`config.mk`:
```
export PLATFORM = sky130hd
export DESIGN_NAME = oled_frame_streamer
export DESIGN_NICKNAME = d
export VERILOG_FILES = /design/src/rtl/oled_frame_streamer.sv
export SDC_FILE = /design/constraint.sdc
export NUM_CORES = 1
export LEC_CHECK = 0
export CORE_ASPECT_RATIO = 0.8
export CORE_MARGIN = 2
export CORE_UTILIZATION = 45
export CTS_BUF_LIST = sky130_fd_sc_hd__clkbuf_16
export DETAILED_ROUTE_END_ITERATION = 7
export SLEW_MARGIN = 15
export SYNTH_ARGS = -nofsm -noshare
export SYNTH_HDL_FRONTEND = slang
export SYNTH_SLANG_ARGS = --single-unit
```
`constraint.sdc`:
```
create_clock -name clk_i -period 3.57 [get_ports clk_i]
set_clock_uncertainty 0.05 [all_clocks]
set_input_delay 0.5355 -clock clk_i [delete_from_list [all_inputs] [get_ports clk_i]]
set_output_delay 0.5355 -clock clk_i [all_outputs]
set_load 0.03 [all_outputs]
```
`src/rtl/oled_frame_streamer.sv`:
```
// oled_frame_streamer
//   SSD1306 frame engine. After reset it idles for PWR_DELAY cycles, sends a fixed
//   init command list, then streams a PAGES x COLS framebuffer (read from an external
//   synchronous RAM) to a byte-level I2C master using its start/busy handshake.
//
// Ports
//   clk_i           system clock
//   rst_i           asynchronous, active-high reset
//   cont_i          1: start the next frame straight after the current one ends
//   frame_req_i     1-cycle pulse requesting one frame
//   fb_addr_o       framebuffer byte address, page*COLS + col
//   fb_rdata_i      framebuffer byte, valid RD_LAT cycles after fb_addr_o
//   i2c_start_o     1-cycle byte command to the I2C master
//   i2c_dcn_o       0 = command byte, 1 = data byte
//   i2c_data_o      byte for the I2C master, held until the next i2c_start_o
//   i2c_busy_i      I2C master busy
//   ready_o         high while idle
//   frame_done_o    1-cycle pulse once the last data byte of a frame is accepted
//   fps_o           toggles on every frame_done_o
module oled_frame_streamer #(
  parameter int unsigned PWR_DELAY = 8000000,
  parameter int unsigned GAP       = 5,
  parameter int unsigned PAGES     = 8,
  parameter int unsigned COLS      = 128,
  parameter int unsigned RD_LAT    = 1,
  parameter logic [7:0]  CONTRAST  = 8'h7F,
  parameter bit          FLIP      = 1'b0,
  localparam int unsigned ADDR_W   = (PAGES * COLS > 1) ? $clog2(PAGES * COLS) : 1
) (
  input  logic              clk_i,
  input  logic              rst_i,
  input  logic              cont_i,
  input  logic              frame_req_i,
  output logic [ADDR_W-1:0] fb_addr_o,
  input  logic [7:0]        fb_rdata_i,
  output logic              i2c_start_o,
  output logic              i2c_dcn_o,
  output logic [7:0]        i2c_data_o,
  input  logic              i2c_busy_i,
  output logic              ready_o,
  output logic              frame_done_o,
  output logic              fps_o
);

  localparam int unsigned PwrW = (PWR_DELAY > 0) ? $clog2(PWR_DELAY + 1) : 1;
  localparam int unsigned GapW = (GAP > 0) ? $clog2(GAP + 1) : 1;
  localparam logic [3:0]  InitLen = 4'd10;

  typedef enum logic [2:0] {
    StPwr,
    StInit,
    StIdle,
    StPgCmd,
    StFetch,
    StSend,
    StFend
  } state_e;

  state_e            state_q;
  logic [PwrW-1:0]   pwr_cnt_q;
  logic [GapW-1:0]   gap_cnt_q;
  logic              tx_wait_q;   // a byte is outstanding (gap or busy wait)
  logic [3:0]        idx_q;       // next byte index within INIT or PG_CMD
  logic [1:0]        lat_cnt_q;
  logic [2:0]        page_q;
  logic [6:0]        col_q;
  logic [ADDR_W-1:0] addr_q;
  logic              pending_q;
  logic              start_q;
  logic              dcn_q;
  logic [7:0]        data_q;
  logic              ready_q;
  logic              frame_done_q;
  logic              fps_q;

  logic              tx_done;

  function automatic logic [7:0] init_cmd(input logic [3:0] i);
    logic [7:0] c;
    case (i)
      4'd0:    c = 8'hAF;
      4'd1:    c = 8'hA6;
      4'd2:    c = 8'h20;
      4'd3:    c = 8'h02;
      4'd4:    c = 8'h8D;
      4'd5:    c = 8'h14;
      4'd6:    c = 8'h81;
      4'd7:    c = CONTRAST;
      4'd8:    c = FLIP ? 8'hA1 : 8'hA0;
      4'd9:    c = FLIP ? 8'hC8 : 8'hC0;
      default: c = 8'h00;
    endcase
    return c;
  endfunction

  // Page preamble: low column 0, high column 0, page address.
  function automatic logic [7:0] pg_cmd(input logic [3:0] i, input logic [2:0] page);
    logic [7:0] c;
    case (i)
      4'd0:    c = 8'h00;
      4'd1:    c = 8'h10;
      default: c = 8'hB0 | {5'b0, page};
    endcase
    return c;
  endfunction

  // The previous byte has had its GAP cycles and the master has gone idle.
  assign tx_done = tx_wait_q && (gap_cnt_q == '0) && !i2c_busy_i;

  // Every byte launch sets start/data/dcn, reloads the gap counter and marks the
  // byte outstanding in the same edge, so the next byte follows on the very edge
  // that tx_done is seen.
  always_ff @(posedge clk_i or posedge rst_i) begin
    if (rst_i) begin
      state_q      <= StPwr;
      pwr_cnt_q    <= PwrW'(PWR_DELAY);
      gap_cnt_q    <= '0;
      tx_wait_q    <= 1'b0;
      idx_q        <= '0;
      lat_cnt_q    <= '0;
      page_q       <= '0;
      col_q        <= '0;
      addr_q       <= '0;
      pending_q    <= 1'b0;
      start_q      <= 1'b0;
      dcn_q        <= 1'b0;
      data_q       <= '0;
      ready_q      <= 1'b0;
      frame_done_q <= 1'b0;
      fps_q        <= 1'b0;
    end else begin
      start_q      <= 1'b0;
      frame_done_q <= 1'b0;

      if (tx_wait_q && (gap_cnt_q != '0)) begin
        gap_cnt_q <= gap_cnt_q - 1'b1;
      end

      if (frame_req_i && (state_q != StIdle)) begin
        pending_q <= 1'b1;
      end

      unique case (state_q)
        StPwr: begin
          if (pwr_cnt_q == '0) begin
            start_q   <= 1'b1;
            dcn_q     <= 1'b0;
            data_q    <= init_cmd(4'd0);
            gap_cnt_q <= GapW'(GAP);
            tx_wait_q <= 1'b1;
            idx_q     <= 4'd1;
            state_q   <= StInit;
          end else begin
            pwr_cnt_q <= pwr_cnt_q - 1'b1;
          end
        end

        StInit: begin
          if (tx_done) begin
            if (idx_q == InitLen) begin
              tx_wait_q <= 1'b0;
              ready_q   <= 1'b1;
              state_q   <= StIdle;
            end else begin
              start_q   <= 1'b1;
              dcn_q     <= 1'b0;
              data_q    <= init_cmd(idx_q);
              gap_cnt_q <= GapW'(GAP);
              tx_wait_q <= 1'b1;
              idx_q     <= idx_q + 1'b1;
            end
          end
        end

        StIdle: begin
          if (cont_i || frame_req_i || pending_q) begin
            ready_q   <= 1'b0;
            pending_q <= 1'b0;
            page_q    <= '0;
            col_q     <= '0;
            addr_q    <= '0;
            start_q   <= 1'b1;
            dcn_q     <= 1'b0;
            data_q    <= pg_cmd(4'd0, 3'd0);
            gap_cnt_q <= GapW'(GAP);
            tx_wait_q <= 1'b1;
            idx_q     <= 4'd1;
            state_q   <= StPgCmd;
          end
        end

        StPgCmd: begin
          if (tx_done) begin
            if (idx_q == 4'd3) begin
              tx_wait_q <= 1'b0;
              lat_cnt_q <= 2'(RD_LAT);
              state_q   <= StFetch;
            end else begin
              start_q   <= 1'b1;
              dcn_q     <= 1'b0;
              data_q    <= pg_cmd(idx_q, page_q);
              gap_cnt_q <= GapW'(GAP);
              tx_wait_q <= 1'b1;
              idx_q     <= idx_q + 1'b1;
            end
          end
        end

        // fb_addr_o has been stable since entry; RD_LAT edges later the RAM output
        // is valid and is captured straight into the outgoing data register.
        StFetch: begin
          if (lat_cnt_q == '0) begin
            start_q   <= 1'b1;
            dcn_q     <= 1'b1;
            data_q    <= fb_rdata_i;
            gap_cnt_q <= GapW'(GAP);
            tx_wait_q <= 1'b1;
            state_q   <= StSend;
          end else begin
            lat_cnt_q <= lat_cnt_q - 1'b1;
          end
        end

        StSend: begin
          if (tx_done) begin
            tx_wait_q <= 1'b0;
            if (col_q != 7'(COLS - 1)) begin
              col_q     <= col_q + 1'b1;
              addr_q    <= addr_q + 1'b1;
              lat_cnt_q <= 2'(RD_LAT);
              state_q   <= StFetch;
            end else if (page_q != 3'(PAGES - 1)) begin
              page_q    <= page_q + 1'b1;
              col_q     <= '0;
              addr_q    <= addr_q + 1'b1;
              start_q   <= 1'b1;
              dcn_q     <= 1'b0;
              data_q    <= pg_cmd(4'd0, 3'd0);
              gap_cnt_q <= GapW'(GAP);
              tx_wait_q <= 1'b1;
              idx_q     <= 4'd1;
              state_q   <= StPgCmd;
            end else begin
              // Address stays on the last byte until the next frame starts.
              frame_done_q <= 1'b1;
              fps_q        <= ~fps_q;
              state_q      <= StFend;
            end
          end
        end

        StFend: begin
          ready_q <= 1'b1;
          state_q <= StIdle;
        end

        default: begin
          state_q <= StPwr;
        end
      endcase
    end
  end

  assign fb_addr_o    = addr_q;
  assign i2c_start_o  = start_q;
  assign i2c_dcn_o    = dcn_q;
  assign i2c_data_o   = data_q;
  assign ready_o      = ready_q;
  assign frame_done_o = frame_done_q;
  assign fps_o        = fps_q;

endmodule

```
* Word-level counts from Yosys, hierarchy flattened
Memories as Yosys holds them, arrays and structs flattened.
Index checks and enable logic that the tools add are counted.
** Operators by class
- Add/subtract/negate cells :: 7
- Equality and inequality tests :: 27
- Muxes and demuxes :: 104
- Bitwise logic cells :: 4
- Reduce and logical (&&, ||, !) cells :: 28
** Operator list (number)
- 8-bit two-way mux :: 10
- 3-bit two-way mux :: 25
- 8-bit case mux with 6 select lines :: 1
- 10-bit two-way mux :: 4
- 4-bit two-way mux :: 9
- 1-bit two-way mux :: 34
- 7-bit two-way mux :: 4
- 2-bit != test, second input constant :: 14
- 23-bit logical NOT :: 1
- 23-bit by 1-bit subtractor with 23-bit output, second input constant :: 1
- 3-bit case mux with 7 select lines :: 1
- 10-bit case mux with 2 select lines :: 1
- 4-bit case mux with 5 select lines :: 1
- 1-bit case mux with 6 select lines :: 3
- 3-bit case mux with 6 select lines :: 1
- 8-bit case mux with 2 select lines :: 1
- 7-bit case mux with 2 select lines :: 1
- 4-bit AND reduction :: 3
- 11-bit AND reduction :: 1
- 10-bit by 1-bit adder with 10-bit output, second input constant :: 1
- 2-bit two-way mux :: 5
- 10-bit AND reduction :: 1
- 3-bit equality test, second input constant :: 3
- 3-bit nonzero test :: 3
- other kinds (31) :: 41
** Storage, ports and cells
- Flip-flop bits (word level) :: 70
- Bits in read-only memories :: 128
- Input port bits :: 13
- Logic and storage cells :: 187
- Memories kept :: 1
** Memory list
- (name not given) :: words 16, width 8, rd ports 1, clocked after Yosys merged registers in 0, write ports 0, line 80 : case (i)

* Logic depth before layout (Yosys ltp)
Gate-level depths: netlist of the first run.
- Depth in word-level cells :: 7
- Gate-level depth with buffers :: 8
- Depth with buffers taken out :: 7

* Least setup slack after synthesis of the first run
OpenSTA, ideal clock, no wires.
- Path type :: register to register
- Start :: reg gap_cnt_q[0]
- End :: reg data_q[0] (netlist: i2c_data_o[0])
- Setup time :: 0.125 ns
- Data arrival time :: 2.345 ns
- Required time :: 3.395 ns
- Setup slack :: 1.050 ns
- Stages on the path, launching flop included :: 9
- Period minus slack after synthesis :: 2.520 ns
- Cell sequence :: dfrtp_1 > inv_1 > ha_1 > or4bb_1 > nand3_1 > o311ai_4 > nor4b_4 > buf_6 > mux2_4
** On the way
- Word-level cells in the longest chain between the ends :: 5
** Ends and longest elaborated chain
- start: declaration :: line 61 : logic [GapW-1:0] gap_cnt_q;
- start signal: assignment :: line 136 : gap_cnt_q <= gap_cnt_q - 1'b1;
- start signal: assignment :: line 149 : gap_cnt_q <= GapW'(GAP);
- start signal: assignment :: line 168 : gap_cnt_q <= GapW'(GAP);
- 3-bit logical NOT * :: line 108 : assign tx_done = tx_wait_q && (gap_cnt_q == '0) && !i2c_busy_i;
- 1-bit logical AND * (2 in a row) :: line 108
- 2-bit != test (no source line)
- 11-bit AND reduction (no source line) *
- end signal: assignment :: line 148 : data_q <= init_cmd(4'd0);
- end signal: assignment :: line 167 : data_q <= init_cmd(idx_q);
- end signal: assignment :: line 184 : data_q <= pg_cmd(4'd0, 3'd0);
- end: declaration :: line 71 : logic [7:0] data_q;
Mark *: on every way between the ends. The rest lies on a longest branch, timed or not.
A chain may end at the register's enable or synchronous reset.

* Worst setup path after layout of the first run
- Start :: reg state_q[2]
- End :: reg data_q[6] (netlist: i2c_data_o[6])
** On the way
- Word-level cells in the longest chain between the ends :: 3
** Ends and longest elaborated chain
- start: declaration :: line 59 : state_e state_q;
- start signal: assignment :: line 115 : state_q <= StPwr;
- start signal: assignment :: line 152 : state_q <= StInit;
- start signal: assignment :: line 163 : state_q <= StIdle;
- 3-bit equality test, or another cell as far along :: line 143 : unique case (state_q)
- 6-bit nonzero test (no source line) / 2-bit != test (equally long branches)
- 11-bit AND reduction (no source line)
Several ways; a longest one is shown, not always the timed one.

==> results of run 1 <==
==> logic make-up after synthesis <==
group / Yosys count / share of synthesized area [%]
adders and majority gates: 14 / 4.32
DFF: 70 / 43.4
xor gates and xnor gates: 33 / 7.12
muxes: 15 / 4.44
AOI/OAI and AO/OA: 77 / 13.4
buffers and inverters: 41 / 4.01
and+or+nand+nor: 169 / 23.3
==> per-stage QoR <==
stage | instances | util, % | worst slack (ns)
after floorplan | 419 | - | 1.05
final | 574 | 56.1 | 0.623
after global placement | 558 | 52.7 | 0.428
after CTS | 574 | 56.1 | 0.670
after global routing | 574 | 56.1 | 0.500
after detailed placement | 558 | 52.7 | 0.360
==> how the worst min path moves through the flow <==
stage | endpoint | slack [ns] | cells past startpoint
final | fps_o | 0.42 | 1
after global routing | pwr_cnt_q[15] | 0.45 | 1
after CTS | fps_o | 0.42 | 1
after detailed placement | fps_o | 0.41 | 1
after global placement | fps_o | 0.41 | 1
after floorplan | pwr_cnt_q[6] | 0.39 | 1
==> state kept, by name, summed over array words and instances (netlist names) <==
signal	cells
tx_wait_q	1
state_q	3
ready_o	1
i2c_dcn_o	1
fps_o	1
fb_addr_o	10
i2c_start_o	1
col_q	7
pwr_cnt_q	23
i2c_data_o	8
frame_done_o	1
lat_cnt_q	2
gap_cnt_q	3
page_q	3
idx_q	4
pending_q	1
==> final cells by class <==
cell class	count	area (µm²)	share of cell area, %
inverter	25	93.8	1.94
multi-input combinational	308	2140	44.1
clock buffer	9	225	4.65
sequential	70	1760	36.3
clock inverter	7	65.1	1.34
tap	112	140	2.89
timing repair buffer	43	423	8.73
==> power by group through the flow <==
| stage | logic (µW) | clock network [µW] | registers [µW] |
|---|---|---|---|
| 6_report | 1610 | 875 | 1180 |
| 5_1_grt | 1780 | 930 | 1200 |
| 4_1_cts | 1600 | 899 | 1170 |
| 3_5_place_dp | 1590 | 0 | 1180 |
| 3_3_place_gp | 1570 | 0 | 1180 |
| 2_1_floorplan | 1110 | 0 | 1200 |
==> cells in the mapped netlist, drive strengths merged (2+ instances only) <==
master	instances
nand2	32
nor2b	3
and3	5
a21oi	15
nand4b	4
dfrtp	63
xor2	12
xnor2	21
or4	5
nor3	14
o22ai	3
o31ai	4
a2bb2oi	2
nand3	24
o32ai	3
mux2	9
o21a	3
nor4b	2
or3	4
ha	14
nand3b	8
buf	3
and3b	2
nand4	6
a31oi	5
nor3b	3
a211oi	3
clkbuf	13
o32a	2
mux2i	6
inv	25
nor4	5
nand2b	9
nor2	34
a311oi	2
or2	4
or3b	2
o41ai	5
dfstp	7
o21ai	21
==> worst reg2reg max path: cells and delay by family, from the launching register on <==
family / cells / cell delay, ns
compound gates: 1 / 0.11
buf+inv: 3 / 0.86
simple gates: 2 / 0.59
flops: 1 / 0.86
mux: 1 / 0.35
==> routing by layer <==
| layer | track usage, % | part of all wire, % | up-vias | wire, µm |
|---|---|---|---|---|
| li1 | - | - | 1581 | - |
| met1 | 30.8 | 50 | 1573 | 4710 |
| met2 | 31.2 | 42 | 101 | 3990 |
| met3 | 5.17 | 5.8 | 21 | 551 |
| met4 | 7.95 | 1.9 | 0 | 179 |
| met5 | 0 | 0 | - | 0 |
==> metrics.md, run 1 <==
| Metric | Value |
|---|---|
| Post-DR wirelength/cell | `around 16 µm` |
| Worst-path clk slew | `around 0.060 ns` |
| CP top delay family | `flip-flops` |
| CP max stage delay | `roughly 0.86 ns` |
| CTS resizes | `0` |
| CP Buf/Inv Count | `3` |
| Syn. warnings | `0` |
| Synth Flop Type | `dfrtp_1` |
| Rows | `30` |
| Share of the synthesized area in the top cell type | `about two fifths` |
| Sequential cell area fraction in the yosys report | `43.4%` |
| IO Count | `36` |
| Mapped Cells | `between 400 and 500` |
| Post-synth EDFFs | `0` |
| Hold WS | `roughly 0.42 ns` |
| Die width | `between 100 and 150 µm` |
| Die Area | `~0.0098 mm²` |
| Logic pwr share | `a little over two fifths` |
| Total Power | `between 3000 and 4000 µW` |
| Post-synth ARST share | `100%` |
| Post-DP HPWL | `6620 µm` |
| Setup crit end kind | `flop` |
| Critical R2R Launch | `state_q[2]` |
| Hold buffers post-CTS | `0` |
| PortBufs | `35` |
| Tcrit/Tclk final | `82.5%` |
| Number of synthesized register bits | `70` |
| Grt ovf | `0` |
| TritonCTS buffer count | `9` |
| Post-DP Area | `roughly 0.0046 mm²` |
| Internal power | `roughly 2200 µW` |
| Die Ht | `about 89 µm` |
| Critical Path Fanout Max | `24` |
| Leak pwr | `between 0.002 and 0.0025 µW` |
| Psw | `1470 µW` |
| Share of layout cells above drive strength 1 | `between 10% and 20%` |
| Fin area | `between 0.004 and 0.005 mm²` |
| Reg2reg setup slack | `between 0.6 and 0.7 ns` |
| # H-tree levels | `3` |
| Max_slew headroom | `42.5%` |
| R2R depth | `7` |
| Initial antenna violation count | `0` |
| Fmax | `roughly 340 MHz` |
| Hold_sp | `fps_o` |
| Final hold vios | `0` |
| # DRC | `0` |
| Status | `finished, final reports clean` |
| Worst IR drop on VDD | `0.432 mV` |
| Sequential share of power | `between 30% and 40%` |
| First-pass GRT wire length | `16000 µm` |
| Gr usage total | `between 20% and 30%` |
| Syn_area_per_cell | `9.69 µm²` |
| Levels on crit path | `7` |
| Fin Setup TNS | `0 ns` |
| Vias in the first global route | `about 3200` |
| Slowest cell on crit path | `dfrtp_1` |
| Clock power share | `roughly a quarter` |
| Via Count | `around 3300` |
| Max-slew violations | `0` |
| Critical path type | `reg -> reg` |
| Most frequent cells in the layout | `dfrtp_1 (63), clkdlybuf4s50_1 (35), nor2_1 (34)` |
| Most area-consuming cells after synthesis | `dfrtp_1 (39%), dfstp_2 (4.5%), xnor2_1 (4.5%)` |
| GPL Wtd Cong | `0.873` |
| Area leader, netlist | `dfrtp_1` |
| Diodes inserted | `0` |
| Total of max-cap violations | `0` |
| Crit. Startpoint | `state_q[2]` |
| Crit-path cells | `inv_1, nand2_1, o32ai_1, buf_4, nor4b_4, buf_4, mux2_2` |
| CTS tree | `built` |
| Hold Crit Class | `reg -> reg` |
| CTS sink cnt | `70` |
| Worst R2R End | `i2c_data_o[6]` |
| Startpoint Class | `flop` |
| Layout Nets | `between 400 and 500` |
| Post-detailed-routing wire length | `about 9400 µm` |
| Maximum clock insertion buffer count | `2` |
| Min Clock Period, post-route | `approximately 3 ns` |
| Layout area overhead | `19.3%` |
| Clk_lat worst skew | `~0.34 ns` |
| Syn Std Cell Area | `just over 0.004 mm²` |
| Largest net degree at the start of global routing | `42` |
| Worst setup path endpoint | `i2c_data_o[6]` |
| WP data arrival | `between 3 and 4 ns` |
| Commonest non-fill, non-tap cell in the layout | `dfrtp_1` |
| Post-CTS Setup Bufs | `0` |
| Data required time of the worst path | `3.74 ns` |
| Antenna-violating nets left | `0` |
| Synth Net Count | `roughly 450` |
| Root Driver | `clkbuf_16` |
| Drt pass-1 iters | `5` |
| Initial Util | `~47%` |
| DRT iter0 DRCs | `roughly 180` |
| Count of unique library cells instantiated by Yosys | `62` |
| # setup viols final | `0` |
| Sw frac | `between 40 and 50%` |
| Worst Tran Pin Value | `~0.86 ns` |
| RSZ-0062 raised after global routing | `false` |
| Most used cell, CP | `buf_4` |
| Cell area power density | `~760 mW/mm²` |
| Filler cell count | `~780` |
| Core area | `approximately 0.0086 mm²` |
| Post-DR vias/cell | `about 5.7` |
No activity file was read; power rests on OpenSTA's default activity.
==> run 2: changes to the inputs <==
==> constraint.sdc (replaced) <==
create_clock -name clk_i -period 2.75 [get_ports clk_i]
set_clock_uncertainty 0.05 [all_clocks]
set_input_delay 0.4125 -clock clk_i [delete_from_list [all_inputs] [get_ports clk_i]]
set_output_delay 0.4125 -clock clk_i [all_outputs]
set_load 0.03 [all_outputs]
==> metrics.md, run 2 (same netlist as run 1, synthesis figures left out) <==
| Metric | Value |
|---|---|
| Clock power share | `25.8% (was 23.9%)` |
| Biggest register | `pwr_cnt_q (unchanged)` |
| Fmax | `388 MHz (was 339 MHz)` |
| Critical R2R Launch | `pwr_cnt_q[3] (was state_q[2])` |
| TritonCTS buffer count | `9 (unchanged)` |
| Drt pass-1 iters | `4 (was 5)` |
| Filler cell count | `771 (was 783)` |
| Share of layout cells above drive strength 1 | `15.2% (was 12.1%)` |
| Slowest cell on crit path | `or4_1 (was dfrtp_1)` |
| Die width | `110 µm (unchanged)` |
| Hold Crit Class | `reg -> reg (unchanged)` |
| Post-detailed-routing wire length | `9300 µm (was 9430 µm)` |
| Multi-input logic area | `0.00215 mm² (was 0.00214 mm²)` |
| Die Area | `0.00980 mm² (unchanged)` |
| Initial antenna violation count | `0 (unchanged)` |
| Vias in the first global route | `3160 (was 3214)` |
| Crit-path cells | `or4_1, nor4_4, nor2_1, nor4b_4, buf_12, mux2_2 (was inv_1, nand2_1, o32ai_1, buf_4, nor4b_4, buf_4, mux2_2)` |
| PortBufs | `35 (unchanged)` |
| Layout Nets | `501 (was 484)` |
| Post-DP Area | `0.00469 mm² (was 0.00455 mm²)` |
| Final setup margin | `0.170 ns (was 0.623 ns)` |
| Reg2reg setup slack | `0.17 ns (was 0.62 ns)` |
| Hold buffers post-CTS | `0 (unchanged)` |
| Grt ovf | `0 (unchanged)` |
| Critical Path Fanout Max | `10 (was 24)` |
| Data required time of the worst path | `2.92 ns (was 3.74 ns)` |
| Status | `finished, final reports clean (unchanged)` |
| Logic pwr share | `45.0% (was 43.9%)` |
| Layout area overhead | `24.3% (was 19.3%)` |
| RSZ-0062 raised after global routing | `false (unchanged)` |
| Startpoint Class | `flop (unchanged)` |
| Via Count | `3238 (was 3276)` |
| Worst Tran Pin Value | `0.737 ns (was 0.860 ns)` |
| Post-DP HPWL | `6630 µm (was 6620 µm)` |
| Sw frac | `37.9% (was 40.1%)` |
| Worst-path clk slew | `0.06 ns (about the same)` |
| Non-Filler Instances | `591 (was 574)` |
| Worst IR drop on VDD | `0.695 mV (was 0.432 mV)` |
| Max FFs per register | `23 (unchanged)` |
| IO Count | `36 (unchanged)` |
| Setup crit end kind | `flop (unchanged)` |
| GPL Wtd Cong | `0.860 (was 0.873)` |
| Crit. Startpoint | `pwr_cnt_q[3] (was state_q[2])` |
| Critical path type | `reg -> reg (unchanged)` |
| WP data arrival | `2.75 ns (was 3.11 ns)` |
| Die Ht | `88.9 µm (unchanged)` |
| Worst setup path endpoint | `i2c_data_o[5] (was i2c_data_o[6])` |
| Tcrit/Tclk final | `93.8% (was 82.5%)` |
| Hold WS | `0.418 ns (about the same)` |
| Cell area power density | `1000 mW/mm² (was 756 mW/mm²)` |
| # setup viols final | `0 (unchanged)` |
| Final hold vios | `0 (unchanged)` |
| Post-CTS Setup Bufs | `0 (unchanged)` |
| Max_slew headroom | `50.8% (was 42.5%)` |
| Leak pwr | `0.00221 µW (was 0.00210 µW)` |
| CTS tree | `built (unchanged)` |
| # H-tree levels | `3 (unchanged)` |
| Core area | `0.00863 mm² (unchanged)` |
| Psw | `1920 µW (was 1470 µW)` |
| # DRC | `0 (unchanged)` |
| Max-slew violations | `0 (unchanged)` |
| Min Clock Period, post-route | `2.58 ns (was 2.95 ns)` |
| Most frequent cells in the layout | `dfrtp_1 (63), clkdlybuf4s50_1 (35), nor2_1 (34) (unchanged)` |
| Rows | `30 (unchanged)` |
| Root Driver | `clkbuf_16 (unchanged)` |
| Gr usage total | `20.8% (was 21.3%)` |
| Cells after DPL | `575 (was 558)` |
| Post-DR vias/cell | `5.48 (was 5.71)` |
| Maximum clock insertion buffer count | `2 (unchanged)` |
| Antenna-violating nets left | `0 (unchanged)` |
| Storage cell area | `0.00176 mm² (unchanged)` |
| CTS resizes | `0 (unchanged)` |
| Sequential share of power | `29.2% (was 32.2%)` |
| Worst R2R End | `i2c_data_o[5] (was i2c_data_o[6])` |
| Commonest non-fill, non-tap cell in the layout | `dfrtp_1 (unchanged)` |
| Total Power | `5070 µW (was 3660 µW)` |
| Place WS | `-0.0458 ns (was 0.360 ns)` |
| Diodes inserted | `0 (unchanged)` |
| DRT iter0 DRCs | `189 (was 175)` |
| Clk_lat worst skew | `0.33 ns (was 0.34 ns)` |
| Fin area | `0.00504 mm² (was 0.00484 mm²)` |
| CTS sink cnt | `70 (unchanged)` |
| CP max stage delay | `0.62 ns (was 0.86 ns)` |
| Internal power | `3150 µW (was 2190 µW)` |
| First-pass GRT wire length | `15600 µm (was 16000 µm)` |
| Post-DR wirelength/cell | `15.7 µm (was 16.4 µm)` |
| Total of max-cap violations | `0 (unchanged)` |
| Initial Util | `47.0% (unchanged)` |
| R2R depth | `6 (was 7)` |
| Largest net degree at the start of global routing | `71 (was 42)` |
## run 2: changes by cell type in the layout (fill, tap and decap cells not counted)
cell / before / now
nor4_4: 1 / 2
clkinv_2: 3 / 0
buf_4: 7 / 23
nand3_1: 24 / 23
bufinv_16: 1 / 3
clkinv_4: 1 / 0
nand3_2: 0 / 1
nor4_2: 2 / 1
buf_12: 1 / 2
clkinvlp_4: 1 / 2
clkinv_1: 1 / 2
## run 2: layout make-up
| class | count | share of cell area, % |
|---|---|---|
| multi-input combinational | 308 | 42.6 |
| clock inverter | 7 | 2.23 |
| timing repair buffer | 60 | 11.2 |
| clock buffer | 9 | 4.46 |
| inverter | 25 | 1.86 |
| sequential | 70 | 34.9 |
| tap | 112 | 2.78 |
## run 2: per-stage QoR
| step | util [%] | setup TNS [ns] |
|---|---|---|
| 2_1_floorplan | - | 0 |
| 4_1_cts | 58.3 | 0 |
| 6_report | 58.4 | 0 |
| 3_5_place_dp | 54.4 | -0.196 |
| 5_1_grt | 58.4 | 0 |
| 3_3_place_gp | 54.4 | -0.181 |
## run 2: per-layer routing
layer  GRT usage (%)  vias to the layer above  part of all wire, %  routed length [µm]
li1                -                     1619                    -                   -
met1            31.4                     1539                   53                4900
met2            28.8                       72                   42                3880
met3            6.49                        8                  4.8                 448
met4            5.23                        0                 0.77                  72
met5               0                        -                    0                   0
## run 2: worst min-delay path by stage
stage	from	endpoint	slack [ns]	depth (start not counted)
after floorplan	pwr_cnt_q[6]	pwr_cnt_q[6]	0.39	1
after global placement	fps_o	fps_o	0.40	1
after detailed placement	pwr_cnt_q[11]	pwr_cnt_q[11]	0.42	1
after CTS	pwr_cnt_q[15]	pwr_cnt_q[15]	0.43	1
after global routing	pwr_cnt_q[15]	pwr_cnt_q[15]	0.43	1
final	pwr_cnt_q[15]	pwr_cnt_q[15]	0.42	1
## run 2: critical path, delay by kind of cell (launching register included)
kind / cells / cell delay [ns]
simple gates: 4 / 1.49
flops: 1 / 0.41
mux: 1 / 0.33
buf+inv: 1 / 0.19
## run 2: power groups by stage
| stage | Sequential, µW | Combinational (µW) | Clock (µW) |
|---|---|---|---|
| floorplan | 1550 | 1440 | 0 |
| global placement | 1490 | 2240 | 0 |
| detailed placement | 1490 | 2260 | 0 |
| CTS | 1470 | 2280 | 1330 |
| global route | 1510 | 2500 | 1390 |
| finish | 1480 | 2280 | 1310 |
